<file path="config.mk">
export PLATFORM = sky130hd
export DESIGN_NAME = aes_stream_loader_flat
export DESIGN_NICKNAME = d
export VERILOG_FILES = /design/src/rtl/aes_stream_loader_if.sv /design/src/rtl/aes_stream_loader.sv /design/src/flat_wrapper.sv
export SDC_FILE = /design/constraint.sdc
export NUM_CORES = 1
export LEC_CHECK = 0
export BUFFER_PORTS_ARGS = -buffer_cell sky130_fd_sc_hd__buf_2
export CAP_MARGIN = 20
export CORE_MARGIN = 2
export CORE_UTILIZATION = 52
export CTS_CLUSTER_SIZE = 24
export DETAILED_ROUTE_END_ITERATION = 10
export PLACE_DENSITY = 0.8
export SYNTH_ARGS = -nofsm -noshare
export SYNTH_HDL_FRONTEND = slang
export SYNTH_SLANG_ARGS = --single-unit
</file>
<file path="constraint.sdc">
create_clock -name clk -period 16.05 [get_ports clk]
set_clock_uncertainty 0.15 [all_clocks]
set_input_delay 1.605 -clock clk [delete_from_list [all_inputs] [get_ports clk]]
set_output_delay 1.605 -clock clk [all_outputs]
set_load 0.01 [all_outputs]
</file>
<file path="src/rtl/aes_stream_loader_if.sv">
// Signal bundle shared by the word stream, the AES core and the loader.
// The loader connects through the slave modport; the surrounding system uses master.
interface aes_stream_loader_if;
  logic         s_valid;
  logic         s_ready;
  logic [31:0]  s_data;
  logic         s_sel;
  logic [127:0] in_data;
  logic [127:0] key;
  logic         flag;
  logic [127:0] data_out;
  logic         m_valid;
  logic         m_ready;
  logic [31:0]  m_data;
  logic         m_last;
  logic         busy;

  modport slave (
    input  s_valid, s_data, s_sel, data_out, m_ready,
    output s_ready, in_data, key, flag, m_valid, m_data, m_last, busy
  );

  modport master (
    output s_valid, s_data, s_sel, data_out, m_ready,
    input  s_ready, in_data, key, flag, m_valid, m_data, m_last, busy
  );
endinterface

</file>
<file path="src/rtl/aes_stream_loader.sv">
// Packs 32-bit stream words into AES core key/plaintext, starts the core and streams the result back.
// Optional macro AES_LOADER_OVERLAP_EN stages the next plaintext block while the core is busy.
module aes_stream_loader #(
  parameter int CORE_LATENCY = 11,
  parameter int WORD_W       = 32
) (
  input  logic               clk,
  input  logic               rst,
  aes_stream_loader_if.slave bus
);
  localparam int         BLOCK_W  = 128;
  localparam logic [7:0] LAT_LOAD = 8'(CORE_LATENCY - 1);

  typedef enum logic [2:0] {
    ST_IDLE,
    ST_START,
    ST_WAIT,
    ST_CAPTURE,
    ST_SEND
  } state_t;

  state_t                 state_q, state_d;
  logic [BLOCK_W-1:0]     dataBuf_q, dataBuf_d;
  logic [2:0]             dataCnt_q, dataCnt_d;
  logic [BLOCK_W-1:0]     key_q, key_d;
  logic [1:0]             keyCnt_q, keyCnt_d;
  logic                   keyValid_q, keyValid_d;
  logic [7:0]             latCnt_q, latCnt_d;
  logic [3:0][WORD_W-1:0] result_q, result_d;
  logic [1:0]             idx_q, idx_d;
`ifdef AES_LOADER_OVERLAP_EN
  logic [BLOCK_W-1:0]     inData_q, inData_d;
`endif

  logic              sReady;
  logic              sAccept;
  logic              dataSpace;
  logic              flag;
  logic              mValid;
  logic              mLast;
  logic [WORD_W-1:0] mData;

  always_ff @(posedge clk or posedge rst) begin
    if (rst) begin
      state_q    <= ST_IDLE;
      dataBuf_q  <= '0;
      dataCnt_q  <= '0;
      key_q      <= '0;
      keyCnt_q   <= '0;
      keyValid_q <= 1'b0;
      latCnt_q   <= '0;
      result_q   <= '0;
      idx_q      <= '0;
`ifdef AES_LOADER_OVERLAP_EN
      inData_q   <= '0;
`endif
    end else begin
      state_q    <= state_d;
      dataBuf_q  <= dataBuf_d;
      dataCnt_q  <= dataCnt_d;
      key_q      <= key_d;
      keyCnt_q   <= keyCnt_d;
      keyValid_q <= keyValid_d;
      latCnt_q   <= latCnt_d;
      result_q   <= result_d;
      idx_q      <= idx_d;
`ifdef AES_LOADER_OVERLAP_EN
      inData_q   <= inData_d;
`endif
    end
  end

  always_comb begin
    state_d    = state_q;
    dataBuf_d  = dataBuf_q;
    dataCnt_d  = dataCnt_q;
    key_d      = key_q;
    keyCnt_d   = keyCnt_q;
    keyValid_d = keyValid_q;
    latCnt_d   = latCnt_q;
    result_d   = result_q;
    idx_d      = idx_q;
`ifdef AES_LOADER_OVERLAP_EN
    inData_d   = inData_q;
`endif
    flag      = 1'b0;
    mValid    = 1'b0;
    mLast     = 1'b0;
    mData     = '0;
    dataSpace = (dataCnt_q != 3'd4);

    // Key words only in IDLE; data words in IDLE, or while the core runs when overlap is built in.
    sReady = 1'b0;
    if (state_q == ST_IDLE) begin
      sReady = bus.s_sel | dataSpace;
    end
`ifdef AES_LOADER_OVERLAP_EN
    else if (state_q != ST_START) begin
      sReady = ~bus.s_sel & dataSpace;
    end
`endif
    sAccept = bus.s_valid & sReady;

    // Words shift in from the bottom so the first word of a group ends up in the top 32 bits.
    if (sAccept && bus.s_sel) begin
      key_d = {key_q[BLOCK_W-WORD_W-1:0], bus.s_data};
      if (keyCnt_q == 2'd0) begin
        keyValid_d = 1'b0;
      end
      if (keyCnt_q == 2'd3) begin
        keyValid_d = 1'b1;
      end
      keyCnt_d = keyCnt_q + 2'd1;
    end
    if (sAccept && !bus.s_sel) begin
      dataBuf_d = {dataBuf_q[BLOCK_W-WORD_W-1:0], bus.s_data};
      dataCnt_d = dataCnt_q + 3'd1;
    end

    case (state_q)
      ST_IDLE: begin
        if (dataCnt_d == 3'd4 && keyValid_d) begin
          state_d = ST_START;
`ifdef AES_LOADER_OVERLAP_EN
          inData_d  = dataBuf_d;
          dataCnt_d = '0;
`endif
        end
      end
      ST_START: begin
        flag     = 1'b1;
        latCnt_d = LAT_LOAD;
        state_d  = ST_WAIT;
      end
      // The edge leaving the last WAIT cycle is the one at which the core result is valid.
      ST_WAIT: begin
        if (latCnt_q == 8'd0) begin
          result_d = bus.data_out;
          state_d  = ST_CAPTURE;
        end else begin
          latCnt_d = latCnt_q - 8'd1;
        end
      end
      ST_CAPTURE: begin
`ifndef AES_LOADER_OVERLAP_EN
        dataCnt_d = '0;
`endif
        state_d = ST_SEND;
      end
      ST_SEND: begin
        mValid = 1'b1;
        mData  = result_q[2'd3 - idx_q];
        mLast  = (idx_q == 2'd3);
        if (bus.m_ready) begin
          idx_d = idx_q + 2'd1;
          if (idx_q == 2'd3) begin
            state_d = ST_IDLE;
          end
        end
      end
      default: begin
        state_d = ST_IDLE;
      end
    endcase
  end

  assign bus.s_ready = sReady & ~rst;
  assign bus.flag    = flag;
  assign bus.m_valid = mValid;
  assign bus.m_data  = mData;
  assign bus.m_last  = mLast;
  assign bus.busy    = (state_q != ST_IDLE);
  assign bus.key     = key_q;
`ifdef AES_LOADER_OVERLAP_EN
  assign bus.in_data = inData_q;
`else
  assign bus.in_data = dataBuf_q;
`endif

endmodule

</file>
<file path="src/flat_wrapper.sv">
// flat-port wrapper written by rule: the top's interface ports become plain ports
module aes_stream_loader_flat 
#(
  parameter int CORE_LATENCY = 11,
  parameter int WORD_W       = 32
)
  (clk, rst, bus_s_valid, bus_s_data, bus_s_sel, bus_data_out, bus_m_ready, bus_s_ready, bus_in_data, bus_key, bus_flag, bus_m_valid, bus_m_data, bus_m_last, bus_busy);
  aes_stream_loader_if bus_i ();
  input  logic clk;
  input  logic rst;
  input wire logic [$bits(bus_i.s_valid)-1:0] bus_s_valid;
  input wire logic [$bits(bus_i.s_data)-1:0] bus_s_data;
  input wire logic [$bits(bus_i.s_sel)-1:0] bus_s_sel;
  input wire logic [$bits(bus_i.data_out)-1:0] bus_data_out;
  input wire logic [$bits(bus_i.m_ready)-1:0] bus_m_ready;
  output wire logic [$bits(bus_i.s_ready)-1:0] bus_s_ready;
  output wire logic [$bits(bus_i.in_data)-1:0] bus_in_data;
  output wire logic [$bits(bus_i.key)-1:0] bus_key;
  output wire logic [$bits(bus_i.flag)-1:0] bus_flag;
  output wire logic [$bits(bus_i.m_valid)-1:0] bus_m_valid;
  output wire logic [$bits(bus_i.m_data)-1:0] bus_m_data;
  output wire logic [$bits(bus_i.m_last)-1:0] bus_m_last;
  output wire logic [$bits(bus_i.busy)-1:0] bus_busy;
  assign bus_i.s_valid = bus_s_valid;
  assign bus_i.s_data = bus_s_data;
  assign bus_i.s_sel = bus_s_sel;
  assign bus_i.data_out = bus_data_out;
  assign bus_i.m_ready = bus_m_ready;
  assign bus_s_ready = bus_i.s_ready;
  assign bus_in_data = bus_i.in_data;
  assign bus_key = bus_i.key;
  assign bus_flag = bus_i.flag;
  assign bus_m_valid = bus_i.m_valid;
  assign bus_m_data = bus_i.m_data;
  assign bus_m_last = bus_i.m_last;
  assign bus_busy = bus_i.busy;
  aes_stream_loader #(.CORE_LATENCY(CORE_LATENCY), .WORD_W(WORD_W)) u_core (.clk(clk), .rst(rst), .bus(bus_i));
endmodule
</file>
* Word-level counts from Yosys, hierarchy flattened *
Index checks and enable logic that the tools add are counted.

word-level totals
  logic and storage cells = 67
  RAM bits = 0
  latch bits = 0
  memory bits (read-only) = 0
  memories = 0
  register bits = 403
  output and inout port bits = 293
  input bits = 165

operators by class
  shift operators = 0
  equality and inequality tests = 13
  $add $sub $neg = 5
  $mul = 0
  reduce and logical (&&, ||, !) cells = 13
  div/mod/pow operators = 0
  multiplexer cells = 19
  magnitude comparators = 1
  bitwise operators = 4

operators by type and width
  kind                                                         number
  binary-select mux 32 bit (select 2 bit)                      1
  two-way mux 32 bit                                           2
  two-way mux 3 bit                                            6
  one-hot mux 8 bit (2 select lines)                           1
  one-hot mux 3 bit (5 select lines)                           1
  logical NOT 8 bit                                            1
  two-way mux 8 bit                                            1
  subtractor 8 x 1 -> 8 bit (second input constant)            1
  two-way mux 1 bit                                            7
  equality test 3 x 2 -> 1 bit (second input constant)         2
  equality test 3 bit (second input constant)                  2
  inequality test 2 bit (second input constant)                3
  AND reduction 2 bit                                          3
  adder 2 x 1 -> 2 bit (second input constant)                 2
  equality test 2 bit (second input constant)                  2
  inequality test 2 x 1 -> 1 bit (second input constant)       2
  AND reduction 4 bit                                          1
  adder 3 x 1 -> 3 bit (second input constant)                 1
  equality test 3 x 1 -> 1 bit (second input constant)         1
  logical AND 1 bit                                            3
  logical NOT 3 bit                                            1
  less-than comparator 2 x 3 -> 1 bit (second input constant)  1
  inequality test 3 bit (second input constant)                1
  nonzero test 3 bit                                           1
  other kinds (7)                                              8

* Logic depth before layout (Yosys ltp) *
  word-level depth = 10
  gate-level depth with buffers = 8
  gate-level depth less buffers = 6

* Worst setup path after synthesis *
No wires, ideal clock.

  kind = input-to-output
  start = in bus_s_sel
  end = out bus_s_ready
  cell stages on the path = 2
  path buffers = 0
  setup slack = 12.452 ns
  data arrival time = 1.843 ns
  required time = 14.295 ns
  cell sequence = o21ai_0 nor2_1

on the way
  longest elaborated chain between the ends = 3

ends and longest elaborated chain
  item               RTL line                  text
  from (decl)        flat_wrapper.sv:13        input wire logic [$bits(bus_i.s_sel)-1:0] bus_s_sel;
  bitwise OR 1 bit   aes_stream_loader.sv:95   sReady = bus.s_sel | dataSpace;
  two-way mux 1 bit  aes_stream_loader.sv:94   if (state_q == ST_IDLE) begin
  bitwise AND 1 bit  aes_stream_loader.sv:167  assign bus.s_ready = sReady & ~rst;
  to (decl)          flat_wrapper.sv:16        output wire logic [$bits(bus_i.s_ready)-1:0] bus_s_ready;

Every way passes these cells.

* Final worst setup path *
  start = reg u_core.idx_q[0]
  end = out bus_m_data[20]

on the way
  longest elaborated chain between the ends = 4

ends and longest elaborated chain
  item                                      RTL line                  text
  from (decl)                               aes_stream_loader.sv:30   logic [1:0] idx_q, idx_d;
  from (signal assigned)                    aes_stream_loader.sv:66   idx_q <= idx_d;
  subtractor 2 bit                          aes_stream_loader.sv:152  mData = result_q[2'd3 - idx_q];
  binary-select mux 32 bit (select 2 bit)   aes_stream_loader.sv:152
  two-way mux 32 bit (implied by the code)  aes_stream_loader.sv:152
  two-way mux 32 bit                        aes_stream_loader.sv:120  case (state_q)
  to (decl)                                 flat_wrapper.sv:21        output wire logic [$bits(bus_i.m_data)-1:0] bus_m_data;

Every way passes these cells. The select of a mux whose other input is x is not followed.

==> insert_results.sql <==
INSERT INTO impl_metrics (metric_group, metric, value, unit) VALUES
('layout', 'nFillCells', '2272', ''),
('sta', 'max_slew.worst_pin.slew', '1080', 'ps'),
('layout', 'drive_gt1_share', '48.3', '%'),
('setup_path', 'rr_startpoint', 'u_core.dataCnt_q[0]$_DFF_PP0_', ''),
('setup_path', 'rr_worst_depth', '6', ''),
('pwr', 'power_density', '214', 'nW/um^2'),
('flow_run', 'drv_cap', '0', ''),
('layout', 'synthesis_to_layout_area_growth', '25.1', '%'),
('sta', 'achievable-frequency', '232', 'MHz'),
('die', 'core.rowCount', '64', ''),
('clock_tree', 'cts.root.buffer_cell', 'sky130_fd_sc_hd__clkbuf_16', ''),
('synth', 'synth.net_count', '1438', ''),
('synth', 'synthesis.yosys.warnings', '0', ''),
('sta', 'grt_setup_unrepaired', 'no', ''),
('global_routing', 'grt_util_all_layers', '26.0', '%'),
('drt', 'first_pass_iters', '5', ''),
('hold_path', 'hold_path_depth', '2', ''),
('global_routing', 'gr-total-overflow', '0', ''),
('drt', 'drcViolationCount', '0', ''),
('hold_path', 'worst_hold_path_type', 'reg -> reg', ''),
('sta', 'slew_headroom', '28.0', '%'),
('hold_path', 'hold_end', 'u_core.bus.key[106]$_DFFE_PP0N_', ''),
('place', 'number_of_i_o_port_buffers', '457', ''),
('synth', 'yosys_register_bits', '403', ''),
('synth', 'syn_avg_cell_area', '12.8', 'sq um'),
('clock_tree', 'worst_skew_pair.late_latency', '520', 'ps'),
('synth', 'syn_area', '16300', 'sq um'),
('drt', 'vias', '11300', ''),
('die', 'core', '30700', 'sq um'),
('global_routing', 'grt_max_degree', '129', ''),
('die', 'die_y', '181', 'microns'),
('sta', 'fin_tns_setup', '0', 'ps'),
('sta', 'finalSetupViolCount', '0', ''),
('sta', 'timing_max_transition_violations_final', '0', ''),
('global_routing', 'antenna_found_initial', '9', ''),
('synth', 'post_synth_main_area_contributors', 'sky130_fd_sc_hd__dfrtp_1, sky130_fd_sc_hd__mux2_2, sky130_fd_sc_hd__nand2_1', ''),
('drt', 'drt_iter0_markers', '684', ''),
('clock_tree', 'cts_buffers', '41', ''),
('setup_path', 'worstPathMaxFanout', '21', ''),
('clock_tree', 'cts_resized', '0', ''),
('setup_path', 'reg2reg_to', 'u_core.bus.in_data[120]$_DFFE_PP0P_', ''),
('pwr', 'ir_drop', '0.000140', 'V'),
('drt', 'drt-vias-per-instance', '5.28', ''),
('drt', 'drt-total-wl', '42200', 'microns'),
('place', 'detailed_place_hpwl', '29600', 'microns'),
('setup_path', 'crit_path_start_kind', 'flop', ''),
('drt', 'route.antenna.remaining_nets', '0', ''),
('synth', 'synth_area_leader_cell', 'sky130_fd_sc_hd__dfrtp_1', ''),
('clock_tree', 'cts_hold_buf', '0', ''),
('outcome', 'run_status', 'finished, final reports clean', ''),
('clock_tree', 'postCtsSetupRepairBufs', '0', ''),
('setup_path', 'crit_required', '14300', 'ps'),
('clock_tree', 'clock-sinks', '403', ''),
('synth', 'synth_top_area_share', '62.0', '%'),
('sta', 'report.final.hold_viol_count', '0', ''),
('pwr', 'power.static_leakage', '10.5', 'nW'),
('synth', 'netlist-cell-type-count', '35', ''),
('clock_tree', 'clk_pin_slew', '60', 'ps'),
('sta', 'layout_worst_path_cycle_share', '26.9', '%'),
('setup_path', 'worst-setup-path-type', 'reg -> out', ''),
('hold_path', 'timing.hold.worst.start', 'u_core.bus.key[106]$_DFFE_PP0N_', ''),
('global_routing', 'grt_pass1_wl', '67200', 'microns'),
('place', 'routabilityCongestion', '0.846', ''),
('synth', 'syn_inst', '1267', ''),
('die', 'fp.dieArea', '32700', 'sq um'),
('layout', 'nNetsFinal', '1881', ''),
('layout', 'utilization', '66.3', '%'),
('setup_path', 'timing.critical_path.to_type', 'output pin', ''),
('layout', 'most-common-layout-cells', 'sky130_fd_sc_hd__buf_2, sky130_fd_sc_hd__dfrtp_1, sky130_fd_sc_hd__nand2_1, sky130_fd_sc_hd__mux2_2, sky130_fd_sc_hd__clkbuf_16', ''),
('setup_path', 'reg2reg_slack', '12880', 'ps'),
('layout', 'most_common_cell_after_layout_fill_and_taps_aside', 'sky130_fd_sc_hd__buf_2', '');
-- Yosys cell counts --
library cell                number
sky130_fd_sc_hd__o31ai_1         1
sky130_fd_sc_hd__nor3_1          2
sky130_fd_sc_hd__and3_1          3
sky130_fd_sc_hd__buf_2          41
sky130_fd_sc_hd__o21ai_0         5
sky130_fd_sc_hd__a2111oi_0       1
sky130_fd_sc_hd__dfrtp_1       403
sky130_fd_sc_hd__a2111oi_2       1
sky130_fd_sc_hd__nor4_4          1
sky130_fd_sc_hd__or3_2           1
sky130_fd_sc_hd__nor3_4          1
sky130_fd_sc_hd__nand2_1       390
sky130_fd_sc_hd__mux2_2        257
sky130_fd_sc_hd__nand4_1         2
sky130_fd_sc_hd__nor3b_1         2
sky130_fd_sc_hd__clkbuf_1       29
sky130_fd_sc_hd__or3b_1          1
sky130_fd_sc_hd__or4_1           1
sky130_fd_sc_hd__a31oi_1         1
sky130_fd_sc_hd__or2_2           1
sky130_fd_sc_hd__mux4_2         32
sky130_fd_sc_hd__ha_1            6
sky130_fd_sc_hd__nand3_1         3
sky130_fd_sc_hd__and2_1         34
sky130_fd_sc_hd__inv_1          10
sky130_fd_sc_hd__xnor2_1         8
sky130_fd_sc_hd__xor2_1          1
sky130_fd_sc_hd__or4_4           2
sky130_fd_sc_hd__nor2_1         14
sky130_fd_sc_hd__nand4bb_1       1
sky130_fd_sc_hd__a21o_1          1
sky130_fd_sc_hd__mux2i_1         4
sky130_fd_sc_hd__a21oi_1         5
sky130_fd_sc_hd__o21a_1          1
sky130_fd_sc_hd__and3b_1         1
-- critical path: stages, from the launching register on --
cell and delay, ps:
sky130_fd_sc_hd__dfrtp_2 670, sky130_fd_sc_hd__buf_4 480, sky130_fd_sc_hd__mux4_2 570, sky130_fd_sc_hd__and2_1 180, sky130_fd_sc_hd__buf_2 140
-- worst max-delay path by stage --
stage | slack [ps] | end | start
2_1_floorplan | 3090 | u_core.bus.in_data[0]$_DFFE_PP0P_ | rst
3_3_place_gp | 11720 | u_core.bus.in_data[102]$_DFFE_PP0P_ | rst
3_5_place_dp | 11630 | u_core.bus.in_data[99]$_DFFE_PP0P_ | rst
4_1_cts | 11640 | bus_m_data[20] | u_core.idx_q[0]$_DFFE_PP0P_
5_1_grt | 11550 | bus_m_data[20] | u_core.idx_q[0]$_DFFE_PP0P_
6_report | 11740 | bus_m_data[20] | u_core.idx_q[0]$_DFFE_PP0P_
-- routing by layer --
metal,up-vias,GRT usage [%],wire length (microns)
met1,5605,30.7,15700
met2,487,44.1,21100
met3,120,7.03,3440
li1,5126,-,-
met5,-,0,11
met4,2,12.4,2040
-- metrics by stage --
| stage | setup WS, ps | std cells | area [sq um] | power, mW | hold WS (ps) |
|---|---|---|---|---|---|
| after floorplan | 3090 | 1267 | 16300 | 2.73 | 313 |
| after global placement | 11720 | 2062 | 18900 | 3.28 | 304 |
| after detailed placement | 11630 | 2062 | 18900 | 3.35 | 306 |
| after CTS | 11640 | 2138 | 20300 | 4.37 | 322 |
| after global routing | 11550 | 2146 | 20300 | 4.60 | 344 |
| final | 11740 | 2148 | 20300 | 4.34 | 317 |
-- power by group --
part	total, mW	switching (mW)	internal, mW
clock	0.988	0.390	0.597
sequential	1.87	0.360	1.51
combinational	1.48	0.728	0.755
total	4.34	1.48	2.86
-- cell type report --
cell class                 instances  share of cell area (%)
antenna                            9                   0.111
inverter                          10                   0.222
sequential                       403                    49.6
multi-input combinational        784                    28.8
tap                              396                    2.44
timing repair buffer             470                    11.8
clock buffer                      59                    6.03
clock inverter                    17                   0.966
-- logic make-up (layout without fill, tap and decap cells) --
logic type      count (synthesis)  after routing  synth area share [%]
compound gates                 16             16                 0.631
xor+xnor                        9              9                 0.485
fa+ha+maj                       6              6                 0.462
buf+inv                        80            556                  2.16
flops                         403            403                  62.0
mux                           293            293                  22.5
other cells                     0              9                     0
simple gates                  460            460                  11.8
-- state kept, by name (all words and copies together), names as in the netlist, 2 cells and up --
register / count
u_core.latCnt_q: 8
u_core.state_q: 3
u_core.idx_q: 2
u_core.result_q: 128
u_core.keyCnt_q: 2
u_core.bus.key: 128
u_core.dataCnt_q: 3
u_core.bus.in_data: 128
Note: power is estimated with default switching activity, not from simulation.
